### config.mk
export PLATFORM = sky130hd
export DESIGN_NAME = lsu_ctrl_flat
export DESIGN_NICKNAME = d
export VERILOG_FILES = /design/src/rtl/lsu_ctrl_if.sv /design/src/rtl/lsu_ctrl.sv /design/src/flat_wrapper.sv
export SDC_FILE = /design/constraint.sdc
export NUM_CORES = 1
export LEC_CHECK = 0
export CORE_MARGIN = 8
export CORE_UTILIZATION = 53
export CTS_CLUSTER_DIAMETER = 60
export DETAILED_ROUTE_END_ITERATION = 6
export PLACE_DENSITY = 0.87
export SETUP_SLACK_MARGIN = 0.4
export SYNTH_ARGS = -nofsm -noshare
export SYNTH_HDL_FRONTEND = slang
export SYNTH_SLANG_ARGS = --single-unit
### constraint.sdc
create_clock -name clk -period 3.9 [get_ports clk]
set_input_delay 0.78 -clock clk [delete_from_list [all_inputs] [get_ports clk]]
set_output_delay 0.78 -clock clk [all_outputs]
set_load 0.03 [all_outputs]
### src/rtl/lsu_ctrl_if.sv
// Load/store bus bundle between the core memory stage, lsu_ctrl and the data memory.
// Core side:   req, we, funct3, addr, wdata in; busy, done, err, rdata out.
// Memory side: mem_addr, mem_wrt_data, mem_wrt out; mem_rd_data in (asynchronous read).
// slave  : the load/store controller.
// master : the environment around it (core stage plus data memory).
interface lsu_ctrl_if #(
  parameter int unsigned AW = 8
);
  logic          req;
  logic          we;
  logic [2:0]    funct3;
  logic [31:0]   addr;
  logic [31:0]   wdata;
  logic          busy;
  logic          done;
  logic          err;
  logic [31:0]   rdata;
  logic [AW-1:0] mem_addr;
  logic [31:0]   mem_wrt_data;
  logic          mem_wrt;
  logic [31:0]   mem_rd_data;

  modport slave (
    input  req, we, funct3, addr, wdata, mem_rd_data,
    output busy, done, err, rdata, mem_addr, mem_wrt_data, mem_wrt
  );

  modport master (
    output req, we, funct3, addr, wdata, mem_rd_data,
    input  busy, done, err, rdata, mem_addr, mem_wrt_data, mem_wrt
  );
endinterface

### src/rtl/lsu_ctrl.sv
// Multi-cycle load/store initiator for a word-organised data memory.
// Handles LB/LH/LW/LBU/LHU/SB/SH/SW with sign/zero extension, byte-lane
// selection and read-modify-write for sub-word stores; misaligned or illegal
// accesses are answered with err instead of touching memory.
// Ports:
//   clk  - rising-edge clock
//   rst  - asynchronous active-low reset
//   bus  - lsu_ctrl_if.slave: core request/response and data-memory signals
// Flow: IDLE -> (RD) -> (WR) -> RESP -> IDLE. Loads read in RD; SW writes
// straight from IDLE via WR; SB/SH read in RD, merge, then write in WR.
module lsu_ctrl #(
  parameter int unsigned AW = 8
) (
  input  logic      clk,
  input  logic      rst,
  lsu_ctrl_if.slave bus
);

  localparam logic [1:0] IDLE = 2'd0;
  localparam logic [1:0] RD   = 2'd1;
  localparam logic [1:0] WR   = 2'd2;
  localparam logic [1:0] RESP = 2'd3;

  // Latched byte address keeps only the bits that reach memory plus the lane bits.
  localparam int unsigned LAW = AW + 2;

  logic [1:0]     state;
  logic [1:0]     next_state;

  logic [LAW-1:0] lat_addr;
  logic           lat_we;
  logic [2:0]     lat_f3;
  logic [31:0]    lat_wdata;
  logic [31:0]    rbuf;

  logic           accept_c;
  logic           illegal_c;
  logic           misalign_c;
  logic           acc_err_c;
  logic [7:0]     byte_c;
  logic [15:0]    half_c;
  logic [31:0]    load_c;
  logic [31:0]    merge_c;

  // Upper address bits alias away; the memory is only 2^AW words deep.
  logic unused_addr_hi;
  assign unused_addr_hi = ^bus.addr[31:LAW];

  assign accept_c = (state == IDLE) && bus.req;

  // Error decode on the request as presented in IDLE.
  always_comb begin
    illegal_c  = bus.we ? (bus.funct3 > 3'd2)
                        : ((bus.funct3 == 3'd3) || (bus.funct3[2:1] == 2'b11));
    misalign_c = ((bus.funct3[1:0] == 2'b01) && bus.addr[0]) ||
                 ((bus.funct3[1:0] == 2'b10) && (bus.addr[1:0] != 2'b00));
    acc_err_c  = illegal_c || misalign_c;
  end

  // State register.
  always_ff @(posedge clk or negedge rst) begin
    if (!rst) begin
      state <= IDLE;
    end else begin
      state <= next_state;
    end
  end

  // Next-state decode.
  always_comb begin
    next_state = state;
    case (state)
      IDLE: begin
        if (bus.req) begin
          if (acc_err_c) begin
            next_state = RESP;
          end else if (bus.we && (bus.funct3 == 3'd2)) begin
            next_state = WR;
          end else begin
            next_state = RD;
          end
        end
      end
      RD:      next_state = lat_we ? WR : RESP;
      WR:      next_state = RESP;
      RESP:    next_state = IDLE;
      default: next_state = IDLE;
    endcase
  end

  // Lane extraction and extension of the word being read in RD.
  always_comb begin
    byte_c = bus.mem_rd_data[{lat_addr[1:0], 3'b000} +: 8];
    half_c = bus.mem_rd_data[{lat_addr[1], 4'b0000} +: 16];
    case (lat_f3)
      3'd0:    load_c = {{24{byte_c[7]}}, byte_c};
      3'd1:    load_c = {{16{half_c[15]}}, half_c};
      3'd4:    load_c = {24'd0, byte_c};
      3'd5:    load_c = {16'd0, half_c};
      default: load_c = bus.mem_rd_data;
    endcase
  end

  // Store word: full word for SW, otherwise rbuf with the addressed lane replaced.
  always_comb begin
    merge_c = rbuf;
    case (lat_f3[1:0])
      2'b00:   merge_c[{lat_addr[1:0], 3'b000} +: 8] = lat_wdata[7:0];
      2'b01:   merge_c[{lat_addr[1], 4'b0000} +: 16] = lat_wdata[15:0];
      default: merge_c = lat_wdata;
    endcase
  end

  // Memory-side outputs decode from the state register and latched data only,
  // so reset removes a pending write immediately.
  assign bus.mem_wrt      = (state == WR);
  assign bus.mem_wrt_data = (state == WR) ? merge_c : 32'd0;
  assign bus.mem_addr     = lat_addr[LAW-1:2];

  // Request latch, read buffer and core-side response registers.
  always_ff @(posedge clk or negedge rst) begin
    if (!rst) begin
      lat_addr  <= '0;
      lat_we    <= 1'b0;
      lat_f3    <= 3'd0;
      lat_wdata <= 32'd0;
      rbuf      <= 32'd0;
      bus.busy  <= 1'b0;
      bus.done  <= 1'b0;
      bus.err   <= 1'b0;
      bus.rdata <= 32'd0;
    end else begin
      bus.busy <= (next_state != IDLE);
      bus.done <= (next_state == RESP);
      // Only the IDLE->RESP shortcut carries an error.
      bus.err  <= accept_c && acc_err_c;
      if (accept_c) begin
        lat_addr  <= bus.addr[LAW-1:0];
        lat_we    <= bus.we;
        lat_f3    <= bus.funct3;
        lat_wdata <= bus.wdata;
      end
      if (state == RD) begin
        rbuf <= bus.mem_rd_data;
        // Loads leave RD for RESP, so rdata updates on the edge entering RESP.
        if (!lat_we) begin
          bus.rdata <= load_c;
        end
      end
    end
  end

endmodule

### src/flat_wrapper.sv
// flat-port wrapper written by rule: the top's interface ports become plain ports
module lsu_ctrl_flat 
#(
  parameter int unsigned AW = 8
)
  (clk, rst, bus_req, bus_we, bus_funct3, bus_addr, bus_wdata, bus_mem_rd_data, bus_busy, bus_done, bus_err, bus_rdata, bus_mem_addr, bus_mem_wrt_data, bus_mem_wrt);
  lsu_ctrl_if #(.AW(AW)) bus_i ();
  input  logic clk;
  input  logic rst;
  input wire logic [$bits(bus_i.req)-1:0] bus_req;
  input wire logic [$bits(bus_i.we)-1:0] bus_we;
  input wire logic [$bits(bus_i.funct3)-1:0] bus_funct3;
  input wire logic [$bits(bus_i.addr)-1:0] bus_addr;
  input wire logic [$bits(bus_i.wdata)-1:0] bus_wdata;
  input wire logic [$bits(bus_i.mem_rd_data)-1:0] bus_mem_rd_data;
  output wire logic [$bits(bus_i.busy)-1:0] bus_busy;
  output wire logic [$bits(bus_i.done)-1:0] bus_done;
  output wire logic [$bits(bus_i.err)-1:0] bus_err;
  output wire logic [$bits(bus_i.rdata)-1:0] bus_rdata;
  output wire logic [$bits(bus_i.mem_addr)-1:0] bus_mem_addr;
  output wire logic [$bits(bus_i.mem_wrt_data)-1:0] bus_mem_wrt_data;
  output wire logic [$bits(bus_i.mem_wrt)-1:0] bus_mem_wrt;
  assign bus_i.req = bus_req;
  assign bus_i.we = bus_we;
  assign bus_i.funct3 = bus_funct3;
  assign bus_i.addr = bus_addr;
  assign bus_i.wdata = bus_wdata;
  assign bus_i.mem_rd_data = bus_mem_rd_data;
  assign bus_busy = bus_i.busy;
  assign bus_done = bus_i.done;
  assign bus_err = bus_i.err;
  assign bus_rdata = bus_i.rdata;
  assign bus_mem_addr = bus_i.mem_addr;
  assign bus_mem_wrt_data = bus_i.mem_wrt_data;
  assign bus_mem_wrt = bus_i.mem_wrt;
  lsu_ctrl #(.AW(AW)) u_core (.clk(clk), .rst(rst), .bus(bus_i));
endmodule
==> metrics, run 1 <==
Routed Wire Length=20800 um; Post-Syn Instances=642; core area=11900 sq um; clock input transition at the sequential cells of the worst setup and hold paths=50 ps; outcome=finished clean; number of library cell types mapped by synthesis=40; Synth Warn #=0; data arrival time at the worst-slack endpoint=2600 ps; initial antenna violation count=0; final HPWL from detailed placement=14800 um; netlist area before placement=6430 sq um; setup repair after global routing missed its margin=false; depth of the CTS H-tree=4; TritonCTS Buffers=17; area delta synth->final=38.4%; Max Cap Violations=0; internal reg-to-reg setup slack=1240 ps; largest fanout of any net on the critical path=23; post-CTS setup-driven buffer insertion count=0; proportion of layout cells with a drive suffix above 1=0.240; overflow left after global routing=0; clock latency on the worst-skew pair=420 ps; average instance area after synthesis=10.0 sq um; prevailing post-synth register cell=sky130_fd_sc_hd__dfrtp_1; total negative slack for setup checks=0 ps; Post-Syn Nets=754; DRC violation count after routing=0; Max clock buf depth=2; GR Util All Layers=0.261; Fmax achieved=296 MHz; final critical delay including setup and external delays=3380 ps; worst r2r dst=u_core.bus.rdata[14]; portion of the clock cycle consumed by the worst path in the final layout=0.866; number of standard cells in the layout, taps in and fillers out=939; 1st-pass router iterations=5; launching point of the worst reg2reg path=u_core.state[1]; total power consumption of the routed design=9.22 mW; final weighted congestion of routability-driven global placement=0.840; EDFF count, synth=0; count of clock tree sinks=115; endpoint type of the worst setup path=output port; classification of the worst-slack hold path=in -> async; Core Rows=40; critical path data required time=3120 ps; cts repair resizes=0; CTS tree=yes; die area=15900 sq um; worst max-slew margin expressed relative to the limit=0.272; Die W=126 um; total inserted antenna cells=0; critical path startpoint category=flop; number of setup violations in the final report=0; total vias in the final route=5807; Peak VDD IR=774 uV; pin slew with the least headroom to its limit=1090 ps; cell leakage power=3.79 nW; number of global-route vias before repair=6224; routed length per instance=22.2 um; ys async rst share=1.00; Clock Root Buffer=sky130_fd_sc_hd__clkbuf_16; violation count after the first detailed-routing iteration=645; share of the yosys chip area belonging to registers=0.447; vertical die dimension=126 um; Pins Over Slew Limit=0; number of port buffers=156; Initial Utilization=0.540; classification of the worst setup path=reg -> out; Post-layout nets=891; #FFs+latches synth=115; pin count of the biggest net entering global routing=68; Worst Reg-to-Reg Cells=6; Layout Skew=5.55 ps; number of antenna-violating nets in the routed design=0; final hold vios=0; count of hold-fix buffers inserted at cts=0; Avg Vias per Cell=6.18; Pwr Density=1040 nW/um^2; count of placed standard cells including taps=907; IO Pins=179; global-route wire length before repair=32900 um
==> logic make-up (layout without fill, tap and decap cells) <==
| logic type | after synthesis | count (layout) | synth area share |
|---|---|---|---|
| flip-flops | 115 | 115 | 0.447 |
| multiplexers | 109 | 109 | 0.187 |
| AO/OA/AOI/OAI | 156 | 156 | 0.158 |
| AND/OR/NAND/NOR | 189 | 189 | 0.143 |
| adder cells (fa/ha/maj) | 9 | 9 | 0.0175 |
| buffers and inverters | 64 | 214 | 0.0475 |
==> worst max path at each step <==
stage | slack [ps] | to | from | cells past startpoint
global placement | 950 | bus_mem_wrt_data[31] | u_core.lat_addr[1] | 6
finish | 520 | bus_mem_wrt_data[22] | u_core.lat_addr[1] | 6
CTS | 470 | bus_mem_wrt_data[30] | u_core.lat_addr[1] | 6
floorplan | 610 | bus_mem_wrt_data[7] | u_core.lat_addr[1] | 7
global route | 410 | bus_mem_wrt_data[22] | u_core.lat_addr[1] | 6
detailed placement | 930 | bus_mem_wrt_data[30] | u_core.lat_addr[1] | 6
==> sequential cells by signal (all words and copies together), names as in the netlist <==
name              flops
u_core.bus.rdata     32
u_core.lat_wdata     32
u_core.rbuf          32
u_core.lat_addr      10
u_core.lat_f3         3
u_core.state          2
u_core.bus.busy       1
u_core.bus.done       1
u_core.bus.err        1
u_core.lat_we         1
==> final cells by class <==
type / instances / area (sq um)
sequential: 115 / 2880
multi-input combinational: 463 / 3260
clock buffer: 24 / 512
inverter: 11 / 41.3
timing repair buffer: 171 / 1880
clock inverter: 8 / 145
tap: 147 / 184
fill: 793 / 3010
==> where the power goes <==
group          leakage, nW  switching, mW  internal, mW
combinational         2.11           2.79          2.31
sequential            1.35          0.588          1.82
clock                0.318          0.549          1.17
==> routing by layer <==
layer / GRT usage / up-vias / routed length [um]
met3: 0.0633 / 75 / 1550
met2: 0.442 / 301 / 10400
met4: 0.134 / 0 / 816
met5: 0 / - / 0
met1: 0.302 / 2870 / 8040
li1: - / 2561 / -
==> stage by stage <==
step / utilization / area [sq um] / worst slack, ps / hold WS [ps]
final: 0.747 / 8900 / 523 / 475
after global routing: 0.747 / 8900 / 410 / 526
after CTS: 0.747 / 8890 / 474 / 489
after detailed placement: 0.691 / 8240 / 928 / 478
after global placement: 0.691 / 8240 / 951 / 466
after floorplan: - / 6430 / 614 / 479
==> worst max-delay path, stage by stage (launching register included) <==
cell	delay, ps
sky130_fd_sc_hd__dfrtp_2	370
sky130_fd_sc_hd__buf_4	320
sky130_fd_sc_hd__ha_1	400
sky130_fd_sc_hd__and4_1	430
sky130_fd_sc_hd__a21oi_1	110
sky130_fd_sc_hd__o21ai_0	370
sky130_fd_sc_hd__buf_12	180
==> synthesized netlist by cell type (2+ instances only) <==
cell,n,area share
sky130_fd_sc_hd__dfrtp_1,115,0.45
sky130_fd_sc_hd__nand2_1,80,0.047
sky130_fd_sc_hd__mux2_2,79,0.14
sky130_fd_sc_hd__o21ai_0,48,0.037
sky130_fd_sc_hd__a21oi_1,46,0.036
sky130_fd_sc_hd__nor2_1,32,0.019
sky130_fd_sc_hd__mux2i_1,29,0.045
sky130_fd_sc_hd__clkbuf_1,28,0.016
sky130_fd_sc_hd__nand3_1,26,0.020
sky130_fd_sc_hd__nor2b_1,26,0.025
sky130_fd_sc_hd__buf_2,13,0.010
sky130_fd_sc_hd__a21oi_2,11,0.015
sky130_fd_sc_hd__inv_1,11,0.0064
sky130_fd_sc_hd__or3_1,10,0.0097
sky130_fd_sc_hd__buf_4,9,0.011
sky130_fd_sc_hd__ha_1,9,0.018
sky130_fd_sc_hd__a21o_1,8,0.0093
sky130_fd_sc_hd__a221oi_1,8,0.011
sky130_fd_sc_hd__o221a_2,8,0.014
sky130_fd_sc_hd__o2bb2ai_1,8,0.011
sky130_fd_sc_hd__o221ai_1,7,0.0095
sky130_fd_sc_hd__and4bb_2,4,0.0078
sky130_fd_sc_hd__a31oi_1,3,0.0029
sky130_fd_sc_hd__nand2b_1,3,0.0029
sky130_fd_sc_hd__nor4bb_1,3,0.0047
sky130_fd_sc_hd__a211oi_1,2,0.0023
sky130_fd_sc_hd__and4_1,2,0.0027
sky130_fd_sc_hd__buf_6,2,0.0035
==> cells in the final DEF (no fill, tap or decap), types with 8 or more instances in the layout <==
| cell | instances |
|---|---|
| sky130_fd_sc_hd__nor2b_1 | 25 |
| sky130_fd_sc_hd__mux2_2 | 79 |
| sky130_fd_sc_hd__buf_4 | 25 |
| sky130_fd_sc_hd__o221a_2 | 8 |
| sky130_fd_sc_hd__inv_1 | 11 |
| sky130_fd_sc_hd__buf_12 | 23 |
| sky130_fd_sc_hd__nor2_1 | 32 |
| sky130_fd_sc_hd__clkbuf_16 | 17 |
| sky130_fd_sc_hd__or3_1 | 10 |
| sky130_fd_sc_hd__o2bb2ai_1 | 8 |
| sky130_fd_sc_hd__clkdlybuf4s50_1 | 123 |
| sky130_fd_sc_hd__a221oi_1 | 8 |
| sky130_fd_sc_hd__o21ai_0 | 45 |
| sky130_fd_sc_hd__dfrtp_1 | 114 |
| sky130_fd_sc_hd__nand2_1 | 79 |
| sky130_fd_sc_hd__nand3_1 | 26 |
| sky130_fd_sc_hd__mux2i_1 | 29 |
| sky130_fd_sc_hd__a21o_1 | 8 |
| sky130_fd_sc_hd__a21oi_1 | 46 |
| sky130_fd_sc_hd__a21oi_2 | 11 |
(Power assumes the default switching activity.)
==> run 2, diff against run 1 <==
--- a/config.mk
+++ b/config.mk
@@ -5,11 +5,13 @@
 export SDC_FILE = /design/constraint.sdc
 export NUM_CORES = 1
 export LEC_CHECK = 0
+export CELL_PAD_IN_SITES_DETAIL_PLACEMENT = 1
+export CELL_PAD_IN_SITES_GLOBAL_PLACEMENT = 2
 export CORE_MARGIN = 8
-export CORE_UTILIZATION = 53
+export CORE_UTILIZATION = 32
 export CTS_CLUSTER_DIAMETER = 60
 export DETAILED_ROUTE_END_ITERATION = 6
-export PLACE_DENSITY = 0.87
+export PLACE_DENSITY_LB_ADDON = 0.1
 export SETUP_SLACK_MARGIN = 0.4
 export SYNTH_ARGS = -nofsm -noshare
 export SYNTH_HDL_FRONTEND = slang
==> run 2 against run 1 <==
Compared with the run above:
- maximum frequency shrank 0.63%
- clock power shrank 3%
- flip-flop and latch count is the same
- sequential power is essentially flat
- design area grew 3.1%
- count of clock-buffer cells in the layout shrank 1
- register-to-register slack gained 120 ps
- sequential share of layout area shrank 0.97 points
- worst hold slack lost 49 ps
- via count shrank 3.2%
- setup slack lost 21 ps
- critical path depth is the same
==> metrics, run 2 (synthesis results as in run 1) <==
internal cell power=5.36 mW; final weighted congestion of routability-driven global placement=0.764; initial antenna violation count=1; pre-CTS WS=833 ps; GR Layer Usage met2=0.331; Buffers & Inverters on Critical Path=2; number of standard cells in the layout, taps in and fillers out=1065; GR Util All Layers=0.191; worst-path cell with the longest stage delay=sky130_fd_sc_hd__o21ai_0; depth of the CTS H-tree=4; classification of the worst setup path=reg -> out; Pins Over Slew Limit=0; classification of the worst-slack hold path=in -> async; global-route wire length before repair=36100 um; 1st-pass router iterations=4; total negative slack for setup checks=0 ps; IO Pins=179; total vias in the final route=5619; net switching power=4.00 mW; violation count after the first detailed-routing iteration=257; outcome=finished clean; clock input transition at the sequential cells of the worst setup and hold paths=60 ps; number of antenna-violating nets in the routed design=0; crit path setup slack, layout=502 ps; final HPWL from detailed placement=17100 um; critical path startpoint category=flop; Post-layout nets=894; area delta synth->final=42.6%; Peak VDD IR=454 uV; vertical die dimension=158 um; share of power burned in combinational logic=0.564; CTS tree=yes; Initial Utilization=0.322; Pwr Density=1020 nW/um^2; core area=20000 sq um; count of clock tree sinks=115; cell leakage power=3.81 nW; Max clock buf depth=2; setup repair after global routing missed its margin=true; pin count of the biggest net entering global routing=62; CP delay by family, top=compound AO/OA/AOI/OAI gates; critical path data required time=3120 ps; Routed Wire Length=23400 um; count of hold-fix buffers inserted at cts=0; pin slew with the least headroom to its limit=846 ps; number of global-route vias before repair=6055; biggest registers after layout=u_core.bus.rdata x32, u_core.lat_wdata x32, u_core.rbuf x32; worst max-slew margin expressed relative to the limit=0.436; endpoint type of the worst setup path=output port; Final Core Density=0.459; CP max stage delay=430 ps; Layout Skew=6.87 ps; final hold vios=0; post-CTS setup-driven buffer insertion count=0; part of the power in registers=0.258; total inserted antenna cells=0; TritonCTS Buffers=17; data arrival time at the worst-slack endpoint=2620 ps; Max Cap Violations=0; most congested layer reported by global routing=met2; most frequent standard cell in the layout excluding fill and tap cells=sky130_fd_sc_hd__clkdlybuf4s50_1; number of port buffers=156; number of setup violations in the final report=0; Avg Vias per Cell=5.28; top library cells by usage in the layout, fill and taps aside=123 x sky130_fd_sc_hd__clkdlybuf4s50_1, 114 x sky130_fd_sc_hd__dfrtp_1, 79 x sky130_fd_sc_hd__mux2_2, 78 x sky130_fd_sc_hd__nand2_1; Die W=158 um; clock latency on the worst-skew pair=410 ps; count of placed standard cells including taps=1033; largest fanout of any net on the critical path=17; Fmax achieved=294 MHz; Clock power frac=0.178; GR Util met3=0.0505; Core Rows=52; proportion of layout cells with a drive suffix above 1=0.244; switching fraction of total power=0.427; routed length per instance=22.0 um; Clock Root Buffer=sky130_fd_sc_hd__clkbuf_16; GR met1 Demand/Resource=0.234; portion of the clock cycle consumed by the worst path in the final layout=0.871; total power consumption of the routed design=9.36 mW; final critical delay including setup and external delays=3400 ps; CP Cell Sequence=buf_4, ha_1, and4_2, a21oi_1, o21ai_0, buf_12; fillcell total=2213; overflow left after global routing=0; DRC violation count after routing=0; die area=24900 sq um
[run 2: changes by cell type in the layout (fill, tap and decap cells not counted), sizes merged]
cell,previous run,this run
clkbuf,24,23
buf,48,51
clkinvlp,2,3
[run 2: per-layer routing]
| metal | part of all wire | vias to the layer above |
|---|---|---|
| li1 | - | 2567 |
| met1 | 0.41 | 2875 |
| met2 | 0.52 | 158 |
| met3 | 0.059 | 17 |
| met4 | 0.0096 | 2 |
| met5 | 0.00056 | - |
[run 2: power by group through the flow]
stage	clock, mW	combinational (mW)	sequential [mW]
4_1_cts	1.70	5.33	2.42
2_1_floorplan	0	2.95	2.51
5_1_grt	1.75	5.70	2.49
3_3_place_gp	0	5.18	2.40
6_report	1.66	5.28	2.42
3_5_place_dp	0	5.29	2.44
[run 2: layout make-up]
cell class	instances	area [sq um]	area share
Clock buffer	23	468	0.0510
Tap cell	270	338	0.0368
Sequential cell	115	2880	0.314
Multi-Input combinational cell	463	3270	0.356
Timing Repair Buffer	174	2030	0.221
Clock inverter	9	153	0.0166
Inverter	11	41.3	0.00450
[run 2: worst paths after layout]
path | slack, ps | start | cells past startpoint | end
min reg2reg | 490 | u_core.bus.rdata[3] | 2 | u_core.bus.rdata[3]
max reg2reg | 1360 | u_core.state[1] | 6 | u_core.bus.rdata[15]
max in group asynchronous | 2650 | rst | 2 | u_core.lat_addr[1]
max | 500 | u_core.lat_addr[1] | 6 | bus_mem_wrt_data[16]
min in group clk | 490 | u_core.bus.rdata[3] | 2 | u_core.bus.rdata[3]
min | 430 | rst | 1 | u_core.bus.rdata[21]
[run 2: repair_timing]
| item | 4_1_cts | 5_1_grt |
|---|---|---|
| gates resized for setup | 1 | 7 |
| hold endpoints to repair | 0 | 0 |
| endpoints found under the setup margin | 1 | 24 |
[run 2: worst reg2reg max path, stage by stage (launching register included)]
cell	delay, ps
sky130_fd_sc_hd__dfrtp_1	400
sky130_fd_sc_hd__inv_1	100
sky130_fd_sc_hd__ha_1	150
sky130_fd_sc_hd__buf_4	390
sky130_fd_sc_hd__nand2b_1	570
sky130_fd_sc_hd__nor2_1	630
sky130_fd_sc_hd__a31oi_1	160
[run 2: metrics by stage]
| step | hold WS [ps] | cell area [sq um] |
|---|---|---|
| floorplan | 479 | 6430 |
| global placement | 481 | 8540 |
| detailed placement | 479 | 8540 |
| CTS | 455 | 9160 |
| global route | 478 | 9180 |
| finish | 426 | 9180 |
